File: src/rtl/picomips_fetch_pkg.sv
// picomips_pkg: shared fetch-stage types, opcode width and the NOP opcode
package picomips_pkg;
    localparam int OPC_W = 6;
    localparam logic [OPC_W-1:0] NOP = 6'b000000;
    typedef enum logic [1:0] {PRIME, RUN, FLUSH} fetch_state_t;
endpackage

File: src/rtl/picomips_fetch_if.sv
// picomips_fetch_if: decoder/ROM-facing signals of the fetch stage; link_pc exists only with FETCH_LINK_EN
interface picomips_fetch_if #(parameter int Psize = 6, parameter int Isize = 16);
    import picomips_pkg::*;
    logic             stall;
    logic             pc_incr;
    logic             pc_abs;
    logic             pc_rel;
    logic [Psize-1:0] branch_addr;
    logic [Isize-1:0] prog_data;
    logic [Psize-1:0] prog_addr;
    logic             prog_en;
    logic [Isize-1:0] instr;
    logic             instr_valid;
    logic [OPC_W-1:0] opcode;
    logic [Psize-1:0] exec_pc;
`ifdef FETCH_LINK_EN
    logic [Psize-1:0] link_pc;
`endif
    modport master (
        output stall, pc_incr, pc_abs, pc_rel, branch_addr, prog_data,
        input  prog_addr, prog_en, instr, instr_valid, opcode, exec_pc
`ifdef FETCH_LINK_EN
        , input link_pc
`endif
    );
    modport slave (
        input  stall, pc_incr, pc_abs, pc_rel, branch_addr, prog_data,
        output prog_addr, prog_en, instr, instr_valid, opcode, exec_pc
`ifdef FETCH_LINK_EN
        , output link_pc
`endif
    );
endinterface

File: src/rtl/picomips_pc_next.sv
// picomips_pc_next: combinational next-fetch-PC select; absolute beats relative, else sequential
module picomips_pc_next #(parameter int Psize = 6) (
    input  logic [Psize-1:0] i_fetch_pc,
    input  logic [Psize-1:0] i_exec_pc,
    input  logic [Psize-1:0] i_branch_addr,
    input  logic             i_en,
    input  logic             i_abs,
    input  logic             i_rel,
    output logic [Psize-1:0] o_next_pc,
    output logic             o_taken
);
    // a branch only counts while a valid instruction executes; targets wrap naturally
    always_comb begin
        o_taken   = i_en & (i_abs | i_rel);
        o_next_pc = !o_taken ? i_fetch_pc + Psize'(1)
                  : i_abs    ? i_branch_addr
                  :            i_exec_pc + i_branch_addr;
    end
endmodule

File: src/rtl/picomips_fetch.sv
// picomips_fetch: picoMIPS fetch stage, one bubble per taken branch, stall support; FETCH_LINK_EN adds link_pc
module picomips_fetch #(parameter int Psize = 6, parameter int Isize = 16) (
    input logic i_clk,
    input logic i_reset,
    picomips_fetch_if.slave bus
);
    import picomips_pkg::*;
    fetch_state_t     r_state, w_state_n;
    logic [Psize-1:0] r_fetch_pc, r_exec_pc, w_fetch_n, w_exec_n, w_pc_next;
    logic             r_valid, w_valid_n, w_en, w_taken;
    assign w_en = (r_state == RUN) && r_valid && !bus.stall;
    picomips_pc_next #(.Psize(Psize)) u_pc_next (
        .i_fetch_pc    (r_fetch_pc),
        .i_exec_pc     (r_exec_pc),
        .i_branch_addr (bus.branch_addr),
        .i_en          (w_en),
        .i_abs         (bus.pc_abs),
        .i_rel         (bus.pc_rel),
        .o_next_pc     (w_pc_next),
        .o_taken       (w_taken)
    );
    // next state: PRIME/FLUSH just advance fetch; RUN either follows sequentially or redirects and flushes
    always_comb begin
        w_state_n = r_state;
        w_fetch_n = r_fetch_pc;
        w_exec_n  = r_exec_pc;
        w_valid_n = r_valid;
        if (!bus.stall) begin
            w_fetch_n = w_pc_next;
            case (r_state)
                PRIME, FLUSH: begin
                    w_valid_n = 1'b1;
                    w_state_n = RUN;
                end
                RUN: begin
                    w_exec_n  = w_taken ? w_pc_next : r_fetch_pc;
                    w_valid_n = !w_taken;
                    w_state_n = w_taken ? FLUSH : RUN;
                end
                default: begin
                    w_valid_n = 1'b0;
                    w_state_n = PRIME;
                end
            endcase
        end
    end
    // state, PC and valid registers
    always_ff @(posedge i_clk or posedge i_reset) begin
        if (i_reset) begin
            r_state    <= PRIME;
            r_fetch_pc <= '0;
            r_exec_pc  <= '0;
            r_valid    <= 1'b0;
        end else begin
            r_state    <= w_state_n;
            r_fetch_pc <= w_fetch_n;
            r_exec_pc  <= w_exec_n;
            r_valid    <= w_valid_n;
        end
    end
`ifdef FETCH_LINK_EN
    logic [Psize-1:0] r_link_pc;
    // return address captured on a taken absolute branch
    always_ff @(posedge i_clk or posedge i_reset) begin
        if (i_reset) r_link_pc <= '0;
        else if (w_taken && bus.pc_abs) r_link_pc <= r_exec_pc + Psize'(1);
    end
    assign bus.link_pc = r_link_pc;
`endif
    assign bus.prog_addr   = r_fetch_pc;
    assign bus.prog_en     = !bus.stall;
    assign bus.instr       = bus.prog_data;
    assign bus.instr_valid = r_valid;
    assign bus.opcode      = r_valid ? bus.prog_data[Isize-1 -: OPC_W] : NOP;
    assign bus.exec_pc     = r_exec_pc;
endmodule
File: src/flat_wrapper.sv
// flat-port wrapper written by rule: the top's interface ports become plain ports
module picomips_fetch_flat import picomips_pkg::*;
#(parameter int Psize = 6, parameter int Isize = 16)
  (i_clk, i_reset, bus_stall, bus_pc_incr, bus_pc_abs, bus_pc_rel, bus_branch_addr, bus_prog_data, bus_prog_addr, bus_prog_en, bus_instr, bus_instr_valid, bus_opcode, bus_exec_pc);
  picomips_fetch_if #(.Psize(Psize), .Isize(Isize)) bus_i ();
  input logic i_clk;
  input logic i_reset;
  input wire logic [$bits(bus_i.stall)-1:0] bus_stall;
  input wire logic [$bits(bus_i.pc_incr)-1:0] bus_pc_incr;
  input wire logic [$bits(bus_i.pc_abs)-1:0] bus_pc_abs;
  input wire logic [$bits(bus_i.pc_rel)-1:0] bus_pc_rel;
  input wire logic [$bits(bus_i.branch_addr)-1:0] bus_branch_addr;
  input wire logic [$bits(bus_i.prog_data)-1:0] bus_prog_data;
  output wire logic [$bits(bus_i.prog_addr)-1:0] bus_prog_addr;
  output wire logic [$bits(bus_i.prog_en)-1:0] bus_prog_en;
  output wire logic [$bits(bus_i.instr)-1:0] bus_instr;
  output wire logic [$bits(bus_i.instr_valid)-1:0] bus_instr_valid;
  output wire logic [$bits(bus_i.opcode)-1:0] bus_opcode;
  output wire logic [$bits(bus_i.exec_pc)-1:0] bus_exec_pc;
  assign bus_i.stall = bus_stall;
  assign bus_i.pc_incr = bus_pc_incr;
  assign bus_i.pc_abs = bus_pc_abs;
  assign bus_i.pc_rel = bus_pc_rel;
  assign bus_i.branch_addr = bus_branch_addr;
  assign bus_i.prog_data = bus_prog_data;
  assign bus_prog_addr = bus_i.prog_addr;
  assign bus_prog_en = bus_i.prog_en;
  assign bus_instr = bus_i.instr;
  assign bus_instr_valid = bus_i.instr_valid;
  assign bus_opcode = bus_i.opcode;
  assign bus_exec_pc = bus_i.exec_pc;
  picomips_fetch #(.Psize(Psize), .Isize(Isize)) u_core (.i_clk(i_clk), .i_reset(i_reset), .bus(bus_i));
endmodule
File: config.mk
export PLATFORM = sky130hd
export DESIGN_NAME = picomips_fetch_flat
export DESIGN_NICKNAME = d
export VERILOG_FILES = /design/src/rtl/picomips_fetch_pkg.sv /design/src/rtl/picomips_fetch_if.sv /design/src/rtl/picomips_pc_next.sv /design/src/rtl/picomips_fetch.sv /design/src/flat_wrapper.sv
export SDC_FILE = /design/constraint.sdc
export NUM_CORES = 1
export LEC_CHECK = 0
export ABC_AREA = 0
export BUFFER_PORTS_ARGS = -buffer_cell sky130_fd_sc_hd__buf_4
export CAP_MARGIN = 20
export CORE_ASPECT_RATIO = 1.4
export CORE_MARGIN = 2
export CORE_UTILIZATION = 48
export DETAILED_ROUTE_END_ITERATION = 6
export PLACE_DENSITY = 0.87
export SLEW_MARGIN = 30
export SYNTH_ARGS = -nofsm -noshare
export SYNTH_HDL_FRONTEND = slang
export SYNTH_SLANG_ARGS = --single-unit
File: constraint.sdc
create_clock -name i_clk -period 3.7 [get_ports i_clk]
set_input_delay 0.925 -clock i_clk [delete_from_list [all_inputs] [get_ports i_clk]]
set_output_delay 0.925 -clock i_clk [all_outputs]
set_load 0.02 [all_outputs]
==> flow_summary.json, run 1 <==
{
  "run_status": "finished, final reports clean",
  "critical_path.startpoint_type": "primary input",
  "post-synth-top-count-cell": "sky130_fd_sc_hd__buf_4",
  "grt_pass1_vias": 1090,
  "netlist_area_mm2": 0.00118,
  "cts.sinks": 14,
  "critical_path.most_common_cell": "sky130_fd_sc_hd__buf_4",
  "fmax_mhz": 435,
  "cpMaxStageDelayCell": "sky130_fd_sc_hd__buf_4",
  "finalWeightedCongestion": 0.809,
  "final_layout_size_suffix_gt1_frac": 0.315,
  "post_synth_xor_area_fraction": 0.0296,
  "synth_top_cells_by_area": "sky130_fd_sc_hd__dfrtp_1, sky130_fd_sc_hd__buf_4, sky130_fd_sc_hd__ha_1",
  "worst_clock_skew_ns": 0.00307,
  "timing.critical_path.cells": "buf_4, inv_1, buf_4",
  "ir_drop_mv": 0.428,
  "worstReg2RegEnd": "u_core.bus.prog_addr[2]",
  "final_cell_count_no_fill": 188,
  "syn_avg_cell_area_um2": 8.45,
  "hold_viol_final": 0,
  "final_min_period_over_clock_period": 0.621,
  "synth_edf_count": 0,
  "synthesis.nets": 175,
  "reg2reg_setup_slack_ns": 1.81,
  "maximum_single_stage_delay_on_the_critical_path_ns": 0.17,
  "netlist_instances": 140,
  "seq_area_frac_synth": 0.296,
  "worstSkewPairLatency_ns": 0.30,
  "setup_violations": 0,
  "dieHeight_um": 62.7,
  "yosys.area_share.adder": 0.0804,
  "worst-path-max-fanout": 15,
  "synth_top_cell_area_share": 0.296,
  "finish.net_count": 201,
  "leakage_nw": 0.701,
  "first_pass_grt_wire_length_um": 4890,
  "dominant_combinational_cell_family_by_area_after_synthesis": "simple AND/OR/NAND/NOR gates",
  "final.setup.tns_ns": 0,
  "hold-path-cell-count": 2,
  "worst_hold_slack_ns": 0.528,
  "wl_per_cell_um": 15.5,
  "worst_path_dominant_cell_family": "buffers and inverters",
  "std_cell_rows": 21,
  "yosys.area.top_type": "sky130_fd_sc_hd__dfrtp_1",
  "globalRouteTotalUtil": 0.226,
  "synth_cell_types": 38,
  "powerDensity_mw_per_mm2": 686,
  "detail_route.first_pass.iterations": 4,
  "synth_compound_area_frac": 0.179,
  "postSynth.asyncResetShare": 1.00,
  "layout.area.seq_um2": 350,
  "synth_commonest_cells": "sky130_fd_sc_hd__buf_4, sky130_fd_sc_hd__dfrtp_1, sky130_fd_sc_hd__nand2_1, sky130_fd_sc_hd__o21ai_0, sky130_fd_sc_hd__a21oi_1",
  "buffer_ports.inserted": 42,
  "multi_input_area_um2": 669,
  "via_per_inst": 6.05,
  "kind_of_critical_path": "primary input to output pin",
  "root_buffer_selected_by_cts": "sky130_fd_sc_hd__clkbuf_4",
  "timing.slew.headroom": 0.592,
  "grt-ovfl-total": 0,
  "postSynth.topFlopCell": "sky130_fd_sc_hd__dfrtp_1",
  "layout.core_utilization": 0.602,
  "fillCellCount": 215,
  "tritoncts.num_buffers": 3,
  "htreeDepth": 1,
  "floorplan.io_pins": 64,
  "worst_hold_path_type": "flop to flop",
  "vias": 1138,
  "muxShareOfSynthArea": 0.0519,
  "drt-initial-drc-count": 32,
  "initial_antenna_violation_count": 0,
  "rsz0062_at_grt": "no",
  "synthToLayoutAreaGrowth_pct": 20.3,
  "route.final.wire_length_um": 2920,
  "placed_wire_length_estimate_after_detailed_placement_um": 2220,
  "reg2reg_depth": 8,
  "placedCellCount": 184,
  "antenna-diode-count": 0,
  "ctsHoldBuffers": 0,
  "maximum_clock_path_buffer_count": 2,
  "worst_hold_path.endpoint": "u_core.bus.exec_pc[2]",
  "postcts_setup_bufs": 0,
  "core_area_mm2": 0.00236,
  "worstReg2RegStart": "u_core.bus.exec_pc[0]",
  "period_needed_ns": 2.30,
  "worstPathBufferInverterCount": 3,
  "route.antenna.remaining_nets": 0,
  "finalMaxSlewViolations": 0,
  "maxCapViolCount": 0,
  "post_synth_and_or_nand_nor_area_fraction": 0.225,
  "cts.repair.resized": 0,
  "pin_count_of_the_biggest_net_entering_global_routing": 22,
  "floorplan.die_area_mm2": 0.00288,
  "ys.warnings.count": 0,
  "clk_transition_reported_paths_ns": 0.10,
  "crit_arrival_ns": 1.37,
  "die_w_um": 45.9,
  "worst_slew_pin_slew_ns": 0.608,
  "tritoncts": "built",
  "worstSetupEndpointType": "output pin",
  "min-delay-start": "u_core.bus.exec_pc[2]",
  "drcViolationCount": 0,
  "initial_utilization": 0.500,
  "critPathRequiredTime_ns": 2.77,
  "yosys_register_bits": 14
}
-- cell type report --
type / count / share of cell area
multi-input combinational: 99 / 0.471
sequential: 14 / 0.246
timing repair buffer: 42 / 0.222
clock buffer: 4 / 0.0255
tap: 23 / 0.0202
inverter: 6 / 0.0158
-- per-stage QoR --
step | cell area, um^2 | setup slack, ns | power, mW
2_1_floorplan | 1180 | 1.49 | 0.661
3_3_place_gp | 1390 | 1.25 | 0.828
3_5_place_dp | 1390 | 1.21 | 0.853
4_1_cts | 1420 | 1.40 | 0.977
5_1_grt | 1420 | 1.34 | 1.05
6_report | 1420 | 1.40 | 0.976
-- power breakdown --
part	switching [mW]	internal (mW)	leakage [nW]	total, mW
clock network	0.0629	0.0602	0.0210	0.123
logic	0.302	0.247	0.512	0.549
registers	0.0855	0.218	0.168	0.304
-- placed cells by master (no fill, tap or decap), types with 3 or more instances in the layout --
master                     count
sky130_fd_sc_hd__xor2_1        3
sky130_fd_sc_hd__inv_1         6
sky130_fd_sc_hd__nor4_1        3
sky130_fd_sc_hd__o21ai_0      10
sky130_fd_sc_hd__ha_1          6
sky130_fd_sc_hd__clkbuf_4      3
sky130_fd_sc_hd__and2_1        6
sky130_fd_sc_hd__nor2_1        7
sky130_fd_sc_hd__dfrtp_1      14
sky130_fd_sc_hd__a21oi_1       8
sky130_fd_sc_hd__nand2b_1      3
sky130_fd_sc_hd__nand3_1       7
sky130_fd_sc_hd__nand2_1      14
sky130_fd_sc_hd__a21o_1        4
sky130_fd_sc_hd__mux2i_1       5
sky130_fd_sc_hd__buf_4        42
-- flip-flops by register name (all words and copies together) (netlist names) --
signal and count:
u_core.bus.exec_pc 6, u_core.r_state 2, u_core.bus.prog_addr 6
-- worst max-delay path by stage --
stage | cells after the start | from | endpoint
2_1_floorplan | 8 | bus_branch_addr[0] | u_core.bus.prog_addr[2]
3_3_place_gp | 9 | bus_branch_addr[0] | u_core.bus.prog_addr[2]
3_5_place_dp | 9 | bus_branch_addr[0] | u_core.bus.prog_addr[2]
4_1_cts | 3 | bus_stall | bus_prog_en
5_1_grt | 3 | bus_stall | bus_prog_en
6_report | 3 | bus_stall | bus_prog_en
-- kinds of logic (layout without fill, tap and decap cells) --
group | Yosys count | after routing
AOI/OAI and AO/OA | 34 | 34
xor gates and xnor gates | 4 | 4
adders and majority gates | 7 | 7
buffers and inverters | 27 | 52
DFF | 14 | 14
muxes | 6 | 6
and+or+nand+nor | 48 | 48
-- metal layers --
layer  routed length [um]  part of all wire  global-route usage  vias up
met4                   49             0.017              0.0964        0
met3                  229             0.079              0.0202       10
li1                     -                 -                   -      532
met1                 1080              0.37               0.267      531
met2                 1560              0.53               0.392       65
met5                    0                 0                   0        -
-- worst min-delay path, stage by stage, from the launching register on --
cell and delay [ns]:
sky130_fd_sc_hd__dfrtp_1 0.38, sky130_fd_sc_hd__nand2_1 0.05, sky130_fd_sc_hd__o21ai_0 0.07
No activity file was read; power rests on OpenSTA's default activity.
==> run 2, diff against run 1 <==
Settings changed: CORE_UTILIZATION 48 to 44, PLACE_DENSITY 0.87 to 0.81.
Clock period 3.7 ns to 2.2 ns, I/O delays scaled along.
==> run 2 against run 1 <==
  * Worst hold slack worse by 0.22 ns
  * Largest cell class unchanged
  * Highest routed layer unchanged
  * Non-clock buffer count unchanged
  * Via count shrank 2.5%
==> flow_summary.json, run 2 (synthesis gave the netlist of run 1 again) <==
{
  "core_area_mm2": 0.00259,
  "maximum_clock_path_buffer_count": 2,
  "detail_route.first_pass.iterations": 4,
  "sequentialPowerShare": 0.324,
  "buffer_ports.inserted": 42,
  "root_buffer_selected_by_cts": "sky130_fd_sc_hd__clkbuf_4",
  "std_cell_rows": 22,
  "reg2reg_setup_slack_ns": 0.35,
  "finalWeightedCongestion": 0.861,
  "tritoncts": "built",
  "cts.sinks": 14,
  "globalRouteTotalUtil": 0.200,
  "first_pass_grt_wire_length_um": 4640,
  "worst-path-max-fanout": 3,
  "worst_clock_skew_ns": 0.00717,
  "via_per_inst": 5.55,
  "crit_arrival_ns": 2.07,
  "worstSkewPairLatency_ns": 0.28,
  "run_status": "finished, final reports clean",
  "dieHeight_um": 65.3,
  "hold_viol_final": 0,
  "critPathRequiredTime_ns": 2.42,
  "grt-ovfl-total": 0,
  "grt_pass1_vias": 1096,
  "vias": 1109,
  "maxCapViolCount": 0,
  "tritoncts.num_buffers": 3,
  "setup_violations": 0,
  "final_common_cell": "sky130_fd_sc_hd__buf_4",
  "ctsHoldBuffers": 0,
  "multi_input_area_um2": 669,
  "fmax_mhz": 541,
  "clk_transition_reported_paths_ns": 0.08,
  "ir_drop_mv": 0.659,
  "layout_common_cells": "sky130_fd_sc_hd__buf_4, sky130_fd_sc_hd__nand2_1, sky130_fd_sc_hd__dfrtp_1",
  "antenna-diode-count": 0,
  "die_w_um": 47.8,
  "layout.area.seq_um2": 350,
  "detailedPlace.worstSlack_ns": 0.0821,
  "worst_slew_pin_slew_ns": 0.623,
  "rsz0062_at_grt": "no",
  "kind_of_critical_path": "flop to flop",
  "route.final.wire_length_um": 2810,
  "final_layout_size_suffix_gt1_frac": 0.311,
  "clock_power_share": 0.093,
  "period_needed_ns": 1.85,
  "final_min_period_over_clock_period": 0.840,
  "fillCellCount": 262,
  "cts.repair.resized": 0,
  "internal_power_uw": 844,
  "finish.net_count": 201,
  "critical_path.startpoint_type": "flop",
  "worst_hold_path_type": "primary input to async pin",
  "drcViolationCount": 0,
  "initial_antenna_violation_count": 0,
  "leakage_nw": 0.694,
  "worstSetupEndpointType": "flop",
  "initial_utilization": 0.457,
  "route.antenna.remaining_nets": 0,
  "postcts_setup_bufs": 0,
  "placed_wire_length_estimate_after_detailed_placement_um": 2240,
  "floorplan.die_area_mm2": 0.00312,
  "p_sw_frac": 0.460,
  "pin_count_of_the_biggest_net_entering_global_routing": 22,
  "floorplan.io_pins": 64,
  "final.setup.tns_ns": 0,
  "finalMaxSlewViolations": 0,
  "layout_setup_ws_ns": 0.352,
  "powerDensity_mw_per_mm2": 1100,
  "wl_per_cell_um": 14.1,
  "switching_power_uw": 718,
  "htreeDepth": 1,
  "drt-initial-drc-count": 18,
  "timing.slew.headroom": 0.582,
  "power_frac_comb": 0.583,
  "synthToLayoutAreaGrowth_pct": 20.5
}
==> run 2: cell count changes in the layout (fill, tap and decap cells not counted), sizes merged <==
cell	previous run	this run
clkbuf	4	3
==> run 2: metrics by stage <==
stage	instance area (um^2)	hold slack (ns)	utilization	total power [mW]	instances
4_1_cts	1430	0.340	0.551	1.57	200
5_1_grt	1430	0.380	0.551	1.69	200
2_1_floorplan	1180	0.439	-	1.11	140
6_report	1430	0.313	0.551	1.56	200
3_3_place_gp	1400	0.498	0.542	1.40	197
3_5_place_dp	1400	0.504	0.542	1.42	197
==> run 2: power groups by stage <==
stage          clock (mW)  combinational, mW  sequential [mW]
2_1_floorplan           0              0.498            0.614
3_3_place_gp            0              0.893            0.506
3_5_place_dp            0              0.914            0.509
4_1_cts             0.150              0.919            0.505
5_1_grt             0.157               1.01            0.528
6_report            0.145              0.911            0.506
==> run 2: critical path, cell delays in order, from the launching register on <==
cell and delay, ns:
sky130_fd_sc_hd__dfrtp_1 0.39, sky130_fd_sc_hd__ha_1 0.19, sky130_fd_sc_hd__inv_1 0.06, sky130_fd_sc_hd__fa_1 0.40, sky130_fd_sc_hd__xor2_1 0.15, sky130_fd_sc_hd__o21ai_0 0.22
sky130_fd_sc_hd__nor2_1 0.07, sky130_fd_sc_hd__a31oi_1 0.16, sky130_fd_sc_hd__o22a_1 0.16
==> run 2: metal layers <==
layer	wire [um]	up-vias	global-route usage
met3	209	5	0.0247
met4	28	0	0.0541
met2	1480	55	0.360
li1	-	526	-
met5	0	-	0
met1	1100	523	0.235
==> run 2: path summary, 6_finish.rpt <==
kind,cells past startpoint,to,from
max,8,u_core.bus.prog_addr[2],u_core.bus.exec_pc[0]
min,2,u_core.bus.exec_pc[1],i_reset
max reg2reg,8,u_core.bus.prog_addr[2],u_core.bus.exec_pc[0]
min reg2reg,2,u_core.bus.exec_pc[3],u_core.bus.exec_pc[3]
max in group asynchronous,2,u_core.bus.exec_pc[0],i_reset
min in group i_clk,2,u_core.bus.exec_pc[3],u_core.bus.exec_pc[3]
==> run 2: area by class of cell <==
class                      instances  share of cell area
sequential                        14               0.246
clock buffer                       3              0.0158
multi-input combinational         99               0.470
timing repair buffer              42               0.221
tap                               36              0.0316
inverter                           6              0.0158
